$ cat src/rtl/mem_stage.sv
// mem_stage -- memory stage of the 5-stage RV32I pipeline.
//
// Holds the E->M pipeline register and drives the data-memory bus. A load or
// store that enters M raises dmem_req and keeps it raised until dmem_ready.
// Load data is sign/zero-extended on the way to the M->W register. Store data
// is replicated across byte lanes and byte enables are generated.
//
// Ports
//   clk, rst                 clock, synchronous active-high reset
//   *E inputs                instruction leaving the execute stage
//   FlushM                   turn the instruction entering M into a bubble
//   dmem_req/we/addr/wdata/be  data bus request side (addr is word aligned)
//   dmem_rdata, dmem_ready   data bus response side
//   MemStallM                hold F/D/E and this stage while an access waits
//   *M outputs               to the M->W pipeline register
//   MisalignM                (MEM_MISALIGN_TRAP_EN only) misaligned access flag
//
// Configuration macro: MEM_MISALIGN_TRAP_EN
//   defined   -> misaligned LH/SH/LW/SW never reach the bus and raise MisalignM
//   undefined -> the low address bits are ignored for halfword/word accesses

module mem_stage #(
   parameter int DATA_WIDTH = 32,
   parameter int ADDR_WIDTH = 32
) (
   input  logic                  clk,
   input  logic                  rst,
   input  logic                  RegWriteE,
   input  logic [1:0]            ResultSrcE,
   input  logic                  MemWriteE,
   input  logic                  MemReadE,
   input  logic [2:0]            funct3E,
   input  logic [31:0]           ALUResultE,
   input  logic [DATA_WIDTH-1:0] WriteDataE,
   input  logic [4:0]            RdE,
   input  logic [31:0]           PCPlus4E,
   input  logic                  FlushM,
   output logic                  dmem_req,
   output logic                  dmem_we,
   output logic [ADDR_WIDTH-1:0] dmem_addr,
   output logic [DATA_WIDTH-1:0] dmem_wdata,
   output logic [3:0]            dmem_be,
   input  logic [DATA_WIDTH-1:0] dmem_rdata,
   input  logic                  dmem_ready,
   output logic                  MemStallM,
`ifdef MEM_MISALIGN_TRAP_EN
   output logic                  MisalignM,
`endif
   output logic                  RegWriteM,
   output logic [1:0]            ResultSrcM,
   output logic [31:0]           ALUResultM,
   output logic [DATA_WIDTH-1:0] ReadDataM,
   output logic [4:0]            RdM,
   output logic [31:0]           PCPlus4M
);

   typedef enum logic {S_IDLE, S_ACCESS} state_t;

   state_t                state_q, state_d;
   logic                  regwrite_q, memwrite_q, memread_q;
   logic [2:0]            funct3_q;
   logic [DATA_WIDTH-1:0] writedata_q;
   logic                  mem_op_e;
   logic [3:0]            be_c;
   logic [DATA_WIDTH-1:0] wdata_c;
   logic [DATA_WIDTH-1:0] rdata_ext;
   logic                  misalign_m;

`ifdef MEM_MISALIGN_TRAP_EN
   // Halfwords need a[0]=0, words need a[1:0]=0; bytes are always fine.
   function automatic logic is_misaligned(input logic [1:0] size, input logic [1:0] a);
      case (size)
         2'b01:   is_misaligned = a[0];
         2'b10:   is_misaligned = (a != 2'b00);
         default: is_misaligned = 1'b0;
      endcase
   endfunction

   assign mem_op_e   = (MemReadE | MemWriteE) & ~FlushM
                       & ~is_misaligned(funct3E[1:0], ALUResultE[1:0]);
   assign misalign_m = (memread_q | memwrite_q)
                       & is_misaligned(funct3_q[1:0], ALUResultM[1:0]);
   assign MisalignM  = misalign_m;
`else
   assign mem_op_e   = (MemReadE | MemWriteE) & ~FlushM;
   assign misalign_m = 1'b0;
`endif

   // E->M register. It only moves when the stage is not stalled, so an
   // outstanding access keeps its address and data stable, and a flush that
   // arrives during a stall is ignored. A flush loads an all-zero bubble.
   always_ff @(posedge clk) begin
      if (rst) begin
         regwrite_q  <= 1'b0;
         ResultSrcM  <= 2'b00;
         memwrite_q  <= 1'b0;
         memread_q   <= 1'b0;
         funct3_q    <= 3'b000;
         ALUResultM  <= '0;
         writedata_q <= '0;
         RdM         <= '0;
         PCPlus4M    <= '0;
      end else if (!MemStallM) begin
         if (FlushM) begin
            regwrite_q  <= 1'b0;
            ResultSrcM  <= 2'b00;
            memwrite_q  <= 1'b0;
            memread_q   <= 1'b0;
            funct3_q    <= 3'b000;
            ALUResultM  <= '0;
            writedata_q <= '0;
            RdM         <= '0;
            PCPlus4M    <= '0;
         end else begin
            regwrite_q  <= RegWriteE;
            ResultSrcM  <= ResultSrcE;
            memwrite_q  <= MemWriteE;
            memread_q   <= MemReadE;
            funct3_q    <= funct3E;
            ALUResultM  <= ALUResultE;
            writedata_q <= WriteDataE;
            RdM         <= RdE;
            PCPlus4M    <= PCPlus4E;
         end
      end
   end

   // Access state register.
   always_ff @(posedge clk) begin
      if (rst) state_q <= S_IDLE;
      else     state_q <= state_d;
   end

   // Whenever the register captures a new instruction (no stall), the next
   // state is decided by that instruction alone. This gives back-to-back
   // accesses with no idle cycle in between: a memory op captured on the
   // ready edge keeps the FSM in ACCESS.
   always_comb begin
      state_d = state_q;
      if (!MemStallM) state_d = mem_op_e ? S_ACCESS : S_IDLE;
   end

   assign MemStallM = (state_q == S_ACCESS) & ~dmem_ready;

   // Store lane placement and byte enables. Loads read the whole word and
   // pick their lanes on the way back.
   always_comb begin
      be_c    = 4'b1111;
      wdata_c = writedata_q;
      if (memwrite_q) begin
         case (funct3_q[1:0])
            2'b00: begin
               be_c    = 4'b0001 << ALUResultM[1:0];
               wdata_c = {4{writedata_q[7:0]}};
            end
            2'b01: begin
               be_c    = ALUResultM[1] ? 4'b1100 : 4'b0011;
               wdata_c = {2{writedata_q[15:0]}};
            end
            default: begin
               be_c    = 4'b1111;
               wdata_c = writedata_q;
            end
         endcase
      end
   end

   // Load lane selection and extension. funct3[2] selects zero extension.
   always_comb begin
      logic [7:0]  byte_sel;
      logic [15:0] half_sel;
      byte_sel  = 8'h00;
      half_sel  = 16'h0000;
      rdata_ext = dmem_rdata;
      case (ALUResultM[1:0])
         2'b00:   byte_sel = dmem_rdata[7:0];
         2'b01:   byte_sel = dmem_rdata[15:8];
         2'b10:   byte_sel = dmem_rdata[23:16];
         default: byte_sel = dmem_rdata[31:24];
      endcase
      half_sel = ALUResultM[1] ? dmem_rdata[31:16] : dmem_rdata[15:0];
      case (funct3_q[1:0])
         2'b00:   rdata_ext = {{24{byte_sel[7] & ~funct3_q[2]}}, byte_sel};
         2'b01:   rdata_ext = {{16{half_sel[15] & ~funct3_q[2]}}, half_sel};
         default: rdata_ext = dmem_rdata;
      endcase
   end

   // Bus outputs are driven only while an access is in flight, so they are
   // zero when idle and constant for the whole ACCESS period.
   assign dmem_req   = (state_q == S_ACCESS);
   assign dmem_we    = dmem_req & memwrite_q;
   assign dmem_addr  = dmem_req ? {ALUResultM[ADDR_WIDTH-1:2], 2'b00} : '0;
   assign dmem_wdata = dmem_req ? wdata_c : '0;
   assign dmem_be    = dmem_req ? be_c : 4'b0000;

   assign ReadDataM  = (memread_q & ~misalign_m) ? rdata_ext : '0;
   assign RegWriteM  = regwrite_q & ~MemStallM & ~misalign_m;

endmodule
$ cat config.mk
export PLATFORM = sky130hd
export DESIGN_NAME = mem_stage
export DESIGN_NICKNAME = d
export VERILOG_FILES = /design/src/rtl/mem_stage.sv
export SDC_FILE = /design/constraint.sdc
export NUM_CORES = 1
export LEC_CHECK = 0
export BUFFER_PORTS_ARGS = -buffer_cell sky130_fd_sc_hd__clkbuf_2
export CAP_MARGIN = 40
export CORE_UTILIZATION = 38
export DETAILED_ROUTE_END_ITERATION = 10
export PLACE_DENSITY = 0.7
export SYNTH_ARGS = -nofsm -noshare
export SYNTH_HDL_FRONTEND = slang
export SYNTH_SLANG_ARGS = --single-unit
$ cat constraint.sdc
create_clock -name clk -period 1.8 [get_ports clk]
set_input_delay 0.36 -clock clk [delete_from_list [all_inputs] [get_ports clk]]
set_output_delay 0.36 -clock clk [all_outputs]
set_load 0.005 [all_outputs]
; Word level (Yosys, flattened, before mapping)
; Cells that the tools add are included.
[op_classes]
bitwise = 11
eq_ne = 3
reduce_logical = 2
n_mux = 22
n_shift = 1
[op_table]
columns = operator, n
row1 = $mux 32, 7
row2 = $pmux 32 s2, 2
row3 = $pmux 8 s3, 1
row4 = $mux 16, 1
row5 = $mux 4, 3
row6 = $pmux 4 s2, 1
row7 = $and 1x1->1, 6
row8 = $mux 5, 1
row9 = $eq 2x1->1 const B, 2
row10 = $logic_not 2->1, 2
row11 = $mux 1, 4
row12 = $not 1->1, 4
row13 = $shl 1x2->4 const A, 1
row14 = $mux 3, 1
row15 = $eq 2x2->1 const B, 1
row16 = $mux 2, 1
row17 = $or 1x1->1, 1
[word_totals]
in_bits = 145
output_inout_bits = 175
regBits = 110
elab_cells = 49

; Depth between registers and ports, before layout
; Gate-level depths: netlist of run 1.
[depth]
ltp_word = 5
ltp_mapped = 7
ltp_nobuf = 4

; Worst setup path after synthesis of run 1
; No wires, ideal clock.
[synth_timing]
path_kind = register to output
start = reg ALUResultM[1]
end = out ReadDataM[20]
arrival_ns = 1.348
slack_ns = 0.092
required_time_ns = 1.440
n_path_buf = 2
stages_incl_launch_ff = 7
cell_sequence = dfxtp_1 > buf_4 > mux2i_1 > o32ai_2 > o21ai_2 > buf_4 > nand2_1
[synth_between]
elab_chain_cells = 5
elab_cells_between_ends = 9
cone_classes = eq/ne (2) / mux (4) / bitwise (2) / reduce/logical (1)
[synth_rtl]
columns = element, line_no
row1 = from (decl), 51  ; output logic [31:0] ALUResultM,
row2 = from (signal assigned), 120  ; ALUResultM <= ALUResultE;
row3 = $eq 2x2->1 (tied with other cells), 175  ; case (ALUResultM[1:0])
row4 = $pmux 8 s3, 175
row5 = $and 1x1->1, 183  ; 2'b00: rdata_ext = {{24{byte_sel[7] & ~funct3_q[2]}}, byte_sel};
row6 = $pmux 32 s2 *, 182  ; case (funct3_q[1:0])
row7 = $mux 32 *, 197  ; assign ReadDataM = (memread_q & ~misalign_m) ? rdata_ext : '0;
row8 = to (decl), 52  ; output logic [DATA_WIDTH-1:0] ReadDataM,
; Every way passes the cells marked *; elsewhere a longest branch is shown, timed or not.

; Worst setup path after layout of run 1
[layout_timing]
start = reg ALUResultM[1]
end = out ReadDataM[26]
; The elaborated chain is that of the path after synthesis.

==> results.yml, run 1 <==
status:
  status: "finished with violations"
  violations: "negative setup slack"
clock_tree:
  clock_path_buffers: 2
  cts.sinks: 110
  htree_levels: 3
  cts_root_buffer: "clkbuf_16"
  cts_tree: "yes"
  clkLatencyLatePin_ns: 0.35
  cts_buffers: 9
  holdBufCountCts: 0
  path_clk_slew_ns: 0.07
detailed_routing:
  vias_per_cell: 5.152
  wl_per_cell_um: 15.43
  dr.first_iter.drc_count: 337
  via_count: 6383
  wl_um: 19110
  dr.pass1.iters: 6
  ant_nets: 0
  drc_errors: 0
global_routing:
  grt_pass1_wl_um: 29410
  grt_start_max_net_pins: 105
  grt_pass1_vias: 5875
  grt_use_total: 0.2342
  grt.overflow.total: 0
  antenna_found_initial: 0
logic_synthesis:
  synth.most_common_cell: "nor2_1"
  synth_top_area_cell: "dfxtp_1"
  synth_ff_type: "dfxtp_1"
  syn_area_sq_um: 5698
  synth_edf_count: 0
  synth_commonest_cells: "118 x nor2_1, 111 x nor3b_1, 110 x a21oi_1, 110 x dfxtp_1, 65 x nand2_1"
  netlist_top_cells_area: "dfxtp_1 39%, nor3b_1 15%, a21oi_1 9.7%"
  yosys.area.top_type_share: 0.3865
  ys_seq_area_frac: 0.3865
  syn_area_per_cell_sq_um: 7.763
  synth_cell_types: 34
  yosys_register_bits: 110
  yosys_warnings: 0
  synth-async-reset-ratio: 0
  synthesis.instances: 734
critical_path:
  cp_data_arrival_time_ns: 1.77
  required_ns: 1.44
  r2r_start: "dmem_req"
  critPathCaptureType: "output pin"
  rr_endpoint: "writedata_q[13]"
  startpoint_type: "flip-flop"
  cp_max_fo: 16
  crit_type: "reg2out"
  reg2regPathDepth: 5
  r2r_slack_ns: 0.32
placed_design:
  gp_congestion: 0.9288
  place_worst_setup_slack_ns: -0.2401
  port_buffers: 317
  placed_area_sq_um: 7616
  hpwlAfterDp_um: 13260
sta:
  finalClockSkew_ns: 0.006587
  slew_violations: 0
  max_freq_mhz: 469.0
  hold_violations: 0
  rsz0062_at_grt: "true"
  finalSetupViolations: 59
  finalWorstSetupSlack_ns: -0.3323
  post-route-min-period_ns: 2.132
  finalCritPeriodShare: 1.185
die:
  initial_core_util: 0.3906
  fp-row-count: 44
  die_h_um: 124.5
  fp.dieW_um: 124.5
  core_sq_um: 14590
  ios: 320
  dieArea_sq_um: 15490
worst_hold_path:
  worstHoldPathType: "in2reg"
  hp-start: "MemReadE"
  whs_path_depth: 5
  min_to: "dmem_req"
cells_and_area:
  stdcell_area_sq_um: 8579
  layout-drive-gt1-share: 0.4389
  nNetsFinal: 1195
  antennaDiodeCount: 0
  synthToLayoutAreaGrowth_pct: 50.57
power:
  pwr-share-clk: 0.343
  power_frac_comb: 0.200
  cellPowerDensity_nw_per_um2: 671.0
  switching_share: 0.2824
  p_total_mw: 5.757
  ir_drop_mv: 0.3534
  static-leakage-power_nw: 4.188
  switchingPower_mw: 1.626
  power.internal_mw: 4.131
  seqPwrFrac: 0.457
job:
  drv_cap: 0
[cell type report]
cell class	count	area, sq um
fillers	1353	6010
repair buffers	379	2375
clock buffers	10	239.0
well taps	184	230.2
inverters	3	13.76
multi-input cells	547	3446
clock inverters	6	53.80
flip-flops and latches	110	2222
[cells by family (layout without fill, tap and decap cells)]
| kind of cell | count (synthesis) | count (layout) | share of synthesized area |
|---|---|---|---|
| compound gates | 175 | 175 | 0.1877 |
| buf+inv | 78 | 398 | 0.06149 |
| flops | 110 | 110 | 0.3865 |
| mux | 17 | 17 | 0.03140 |
| other cells | 1 | 2 | 0.0006581 |
| simple gates | 353 | 353 | 0.3322 |
[per-stage QoR]
step	TNS (ns)	utilization	hold slack [ns]	std cells
6_report	-11.98	0.5881	0.3672	1239
5_1_grt	-15.86	0.5881	0.3990	1239
4_1_cts	-12.57	0.5722	0.3535	1234
3_5_place_dp	-4.288	0.5220	0.4741	1204
3_3_place_gp	-2.731	0.5220	0.4614	1204
2_1_floorplan	0	-	0.4487	735
[critical path, stage by stage, from the launching register on]
cell,delay (ns)
dfxtp_4,0.40
mux2i_4,0.29
o32ai_4,0.13
buf_4,0.16
o21ai_4,0.14
buf_12,0.15
nand2_1,0.06
clkbuf_2,0.10
[repair_timing]
item / CTS / global route
gates resized for setup: 58 / 69
pin swaps: 15 / 27
setup buffers: 10 / 6
endpoints found under the setup margin: 60 / 61
gates cloned: 5 / 1
[registers in the layout, indices dropped and copies added (netlist names)]
name	count
memwrite_q	1
PCPlus4M	32
ALUResultM	32
RdM	5
memread_q	1
funct3_q	3
ResultSrcM	2
regwrite_q	1
writedata_q	32
dmem_req	1
[power by group through the flow]
stage | sequential [mW] | combinational (mW) | clock, mW
final | 2.63 | 1.15 | 1.97
after global routing | 2.65 | 1.25 | 2.11
after CTS | 2.63 | 1.11 | 2.03
after detailed placement | 2.68 | 1.01 | 0
after global placement | 2.68 | 0.998 | 0
after floorplan | 2.67 | 0.541 | 0
[per-layer routing]
metal / share of wire / vias up / track usage
met1: 0.40 / 2935 / 0.2609
met3: 0.060 / 39 / 0.04296
met2: 0.51 / 271 / 0.4277
li1: - / 3138 / -
met4: 0.028 / 0 / 0.1077
met5: 0 / - / 0
[worst max-delay path by stage]
| stage | from | slack [ns] | end |
|---|---|---|---|
| 5_1_grt | ALUResultM[1] | -0.41 | ReadDataM[28] |
| 3_3_place_gp | ALUResultM[1] | -0.18 | ReadDataM[4] |
| 4_1_cts | ALUResultM[1] | -0.32 | ReadDataM[30] |
| 2_1_floorplan | ALUResultM[1] | 0.09 | ReadDataM[20] |
| 3_5_place_dp | ALUResultM[1] | -0.24 | ReadDataM[4] |
| 6_report | ALUResultM[1] | -0.33 | ReadDataM[26] |
[layout by cell type, fill, tap and decap left out, types with 16 or more instances in the layout]
cell type,synthesis,routed
nand2_2,0,16
nor3b_1,111,110
nor2_1,118,117
buf_2,22,18
nand2_1,65,43
clkbuf_2,0,297
and2_1,41,40
a21oi_1,110,109
dfxtp_1,110,104
buf_4,6,35
(Power assumes the default switching activity.)
==> inputs of run 2 (changes only) <==
--- a/config.mk
+++ b/config.mk
@@ -7,9 +7,10 @@
 export LEC_CHECK = 0
 export BUFFER_PORTS_ARGS = -buffer_cell sky130_fd_sc_hd__clkbuf_2
 export CAP_MARGIN = 40
-export CORE_UTILIZATION = 38
+export CORE_AREA = 2 2 123 125
 export DETAILED_ROUTE_END_ITERATION = 10
-export PLACE_DENSITY = 0.7
+export DIE_AREA = 0 0 125 127
+export PLACE_DENSITY = 0.72
 export SYNTH_ARGS = -nofsm -noshare
 export SYNTH_HDL_FRONTEND = slang
 export SYNTH_SLANG_ARGS = --single-unit
==> run 2 against run 1 <==
  * The flow still finishes with violations (negative setup slack)
  * Register-to-register slack better by 0.08 ns
  * First-iteration DRC count is 11% lower
  * Flip-flop and latch count stayed put
  * Combinational power hardly changed
==> results.yml, run 2 (synthesis results as in run 1) <==
critical_path:
  critPathCaptureType: "output pin"
  cp_data_arrival_time_ns: 1.78
  cp_max_fo: 16
  crit_type: "reg2out"
  startpoint_type: "flip-flop"
  required_ns: 1.44
placed_design:
  gp_congestion: 0.9240
  hpwlAfterDp_um: 13650
  port_buffers: 317
  place_worst_setup_slack_ns: -0.2526
clock_tree:
  cts_root_buffer: "clkbuf_16"
  htree_levels: 3
  cts_buffers: 9
  path_clk_slew_ns: 0.08
  holdBufCountCts: 0
  clkLatencyLatePin_ns: 0.35
  clock_path_buffers: 2
  cts_tree: "yes"
  cts.sinks: 110
global_routing:
  gr-usage-met3: 0.04439
  grt_use_total: 0.2264
  antenna_found_initial: 0
  grt_pass1_wl_um: 29410
  use_met1: 0.2582
  grt.overflow.total: 0
  top_usage_layer: "met2"
  grt_start_max_net_pins: 69
  grt_pass1_vias: 5906
  grt.met2_usage: 0.4140
cells_and_area:
  antennaDiodeCount: 0
  nNetsFinal: 1190
  final_cell_mix: "293 x clkbuf_2, 117 x nor2_1, 110 x nor3b_1"
  fillCellCount: 1358
  top_regs: "ALUResultM: 32 flops, PCPlus4M: 32 flops, writedata_q: 32 flops"
  layout-drive-gt1-share: 0.4314
  final_common_cell: "clkbuf_2"
  synthToLayoutAreaGrowth_pct: 48.79
  final_util: 0.5878
sta:
  finalCritPeriodShare: 1.186
  finalWorstSetupSlack_ns: -0.3352
  post-route-min-period_ns: 2.135
  hold_violations: 0
  rsz0062_at_grt: "true"
  max_freq_mhz: 468.3
  finalSetupViolations: 60
  setup_tns_ns: -13.74
  slew_violations: 0
  finalClockSkew_ns: 0.01012
  holdWs_ns: 0.3595
die:
  die_h_um: 127
  dieArea_sq_um: 15880
  fp.dieW_um: 125
  initial_core_util: 0.3950
  fp-row-count: 44
  ios: 320
  core_sq_um: 14420
detailed_routing:
  dr.pass1.iters: 7
  ant_nets: 0
  drc_errors: 0
  via_count: 6351
  dr.first_iter.drc_count: 299
  wl_per_cell_um: 15.75
  vias_per_cell: 5.147
  wl_um: 19430
power:
  ir_drop_mv: 0.4327
  switchingPower_mw: 1.637
  pwr-share-clk: 0.341
  seqPwrFrac: 0.459
  cellPowerDensity_nw_per_um2: 675.8
  static-leakage-power_nw: 4.159
  switching_share: 0.2856
  power_frac_comb: 0.200
  power.internal_mw: 4.093
status:
  status: "finished with violations"
  violations: "negative setup slack"
job:
  drv_cap: 0
worst_hold_path:
  worstHoldPathType: "in2reg"
==> run 2: final timing paths <==
path                 start             to  slack, ns  depth (start not counted)
min               MemReadE       dmem_req       0.36                          5
max          ALUResultM[1]  ReadDataM[28]      -0.34                          7
max reg2reg       dmem_req    PCPlus4M[1]       0.40                          6
min reg2reg     regwrite_q     regwrite_q       0.49                          2
==> run 2: what timing repair did <==
action | 4_1_cts | 5_1_grt
pin swaps | 16 | 24
cloned | 3 | 0
buffers inserted | 8 | 6
resized for setup | 61 | 65
endpoints found under the setup margin | 60 | 60
==> run 2: routing by layer <==
layer  vias up  share of wire
met1      2913           0.39
li1       3115              -
met4         0          0.028
met3        40          0.070
met5         -              0
met2       283           0.51
==> run 2: layout make-up <==
cell class,instances,area (sq um),share of cell area
timing repair buffer,374,2282,0.2692
tap,184,230.2,0.02715
inverter,3,11.26,0.001328
sequential,110,2217,0.2615
clock inverter,7,67.56,0.007969
multi-input combinational,547,3445,0.4063
clock buffer,9,225.2,0.02656
==> run 2: critical path: stages (launching register included) <==
cell and delay (ns):
dfxtp_4 0.42, mux2i_4 0.29, o32ai_4 0.12, buf_6 0.14, o21ai_4 0.14, buf_12 0.16
nand2_1 0.06, clkbuf_2 0.11
==> run 2: power groups by stage <==
stage / clock [mW] / sequential [mW] / combinational [mW]
2_1_floorplan: 0 / 2.67 / 0.541
3_3_place_gp: 0 / 2.68 / 1.01
3_5_place_dp: 0 / 2.68 / 1.02
4_1_cts: 1.99 / 2.63 / 1.10
5_1_grt: 2.11 / 2.65 / 1.25
6_report: 1.95 / 2.63 / 1.14
==> run 2: metrics by stage <==
stage | cell area (sq um) | std cells | total power [mW]
2_1_floorplan | 5702 | 735 | 3.210
3_3_place_gp | 7646 | 1203 | 3.686
3_5_place_dp | 7646 | 1203 | 3.697
4_1_cts | 8315 | 1230 | 5.723
5_1_grt | 8478 | 1234 | 6.004
6_report | 8478 | 1234 | 5.730
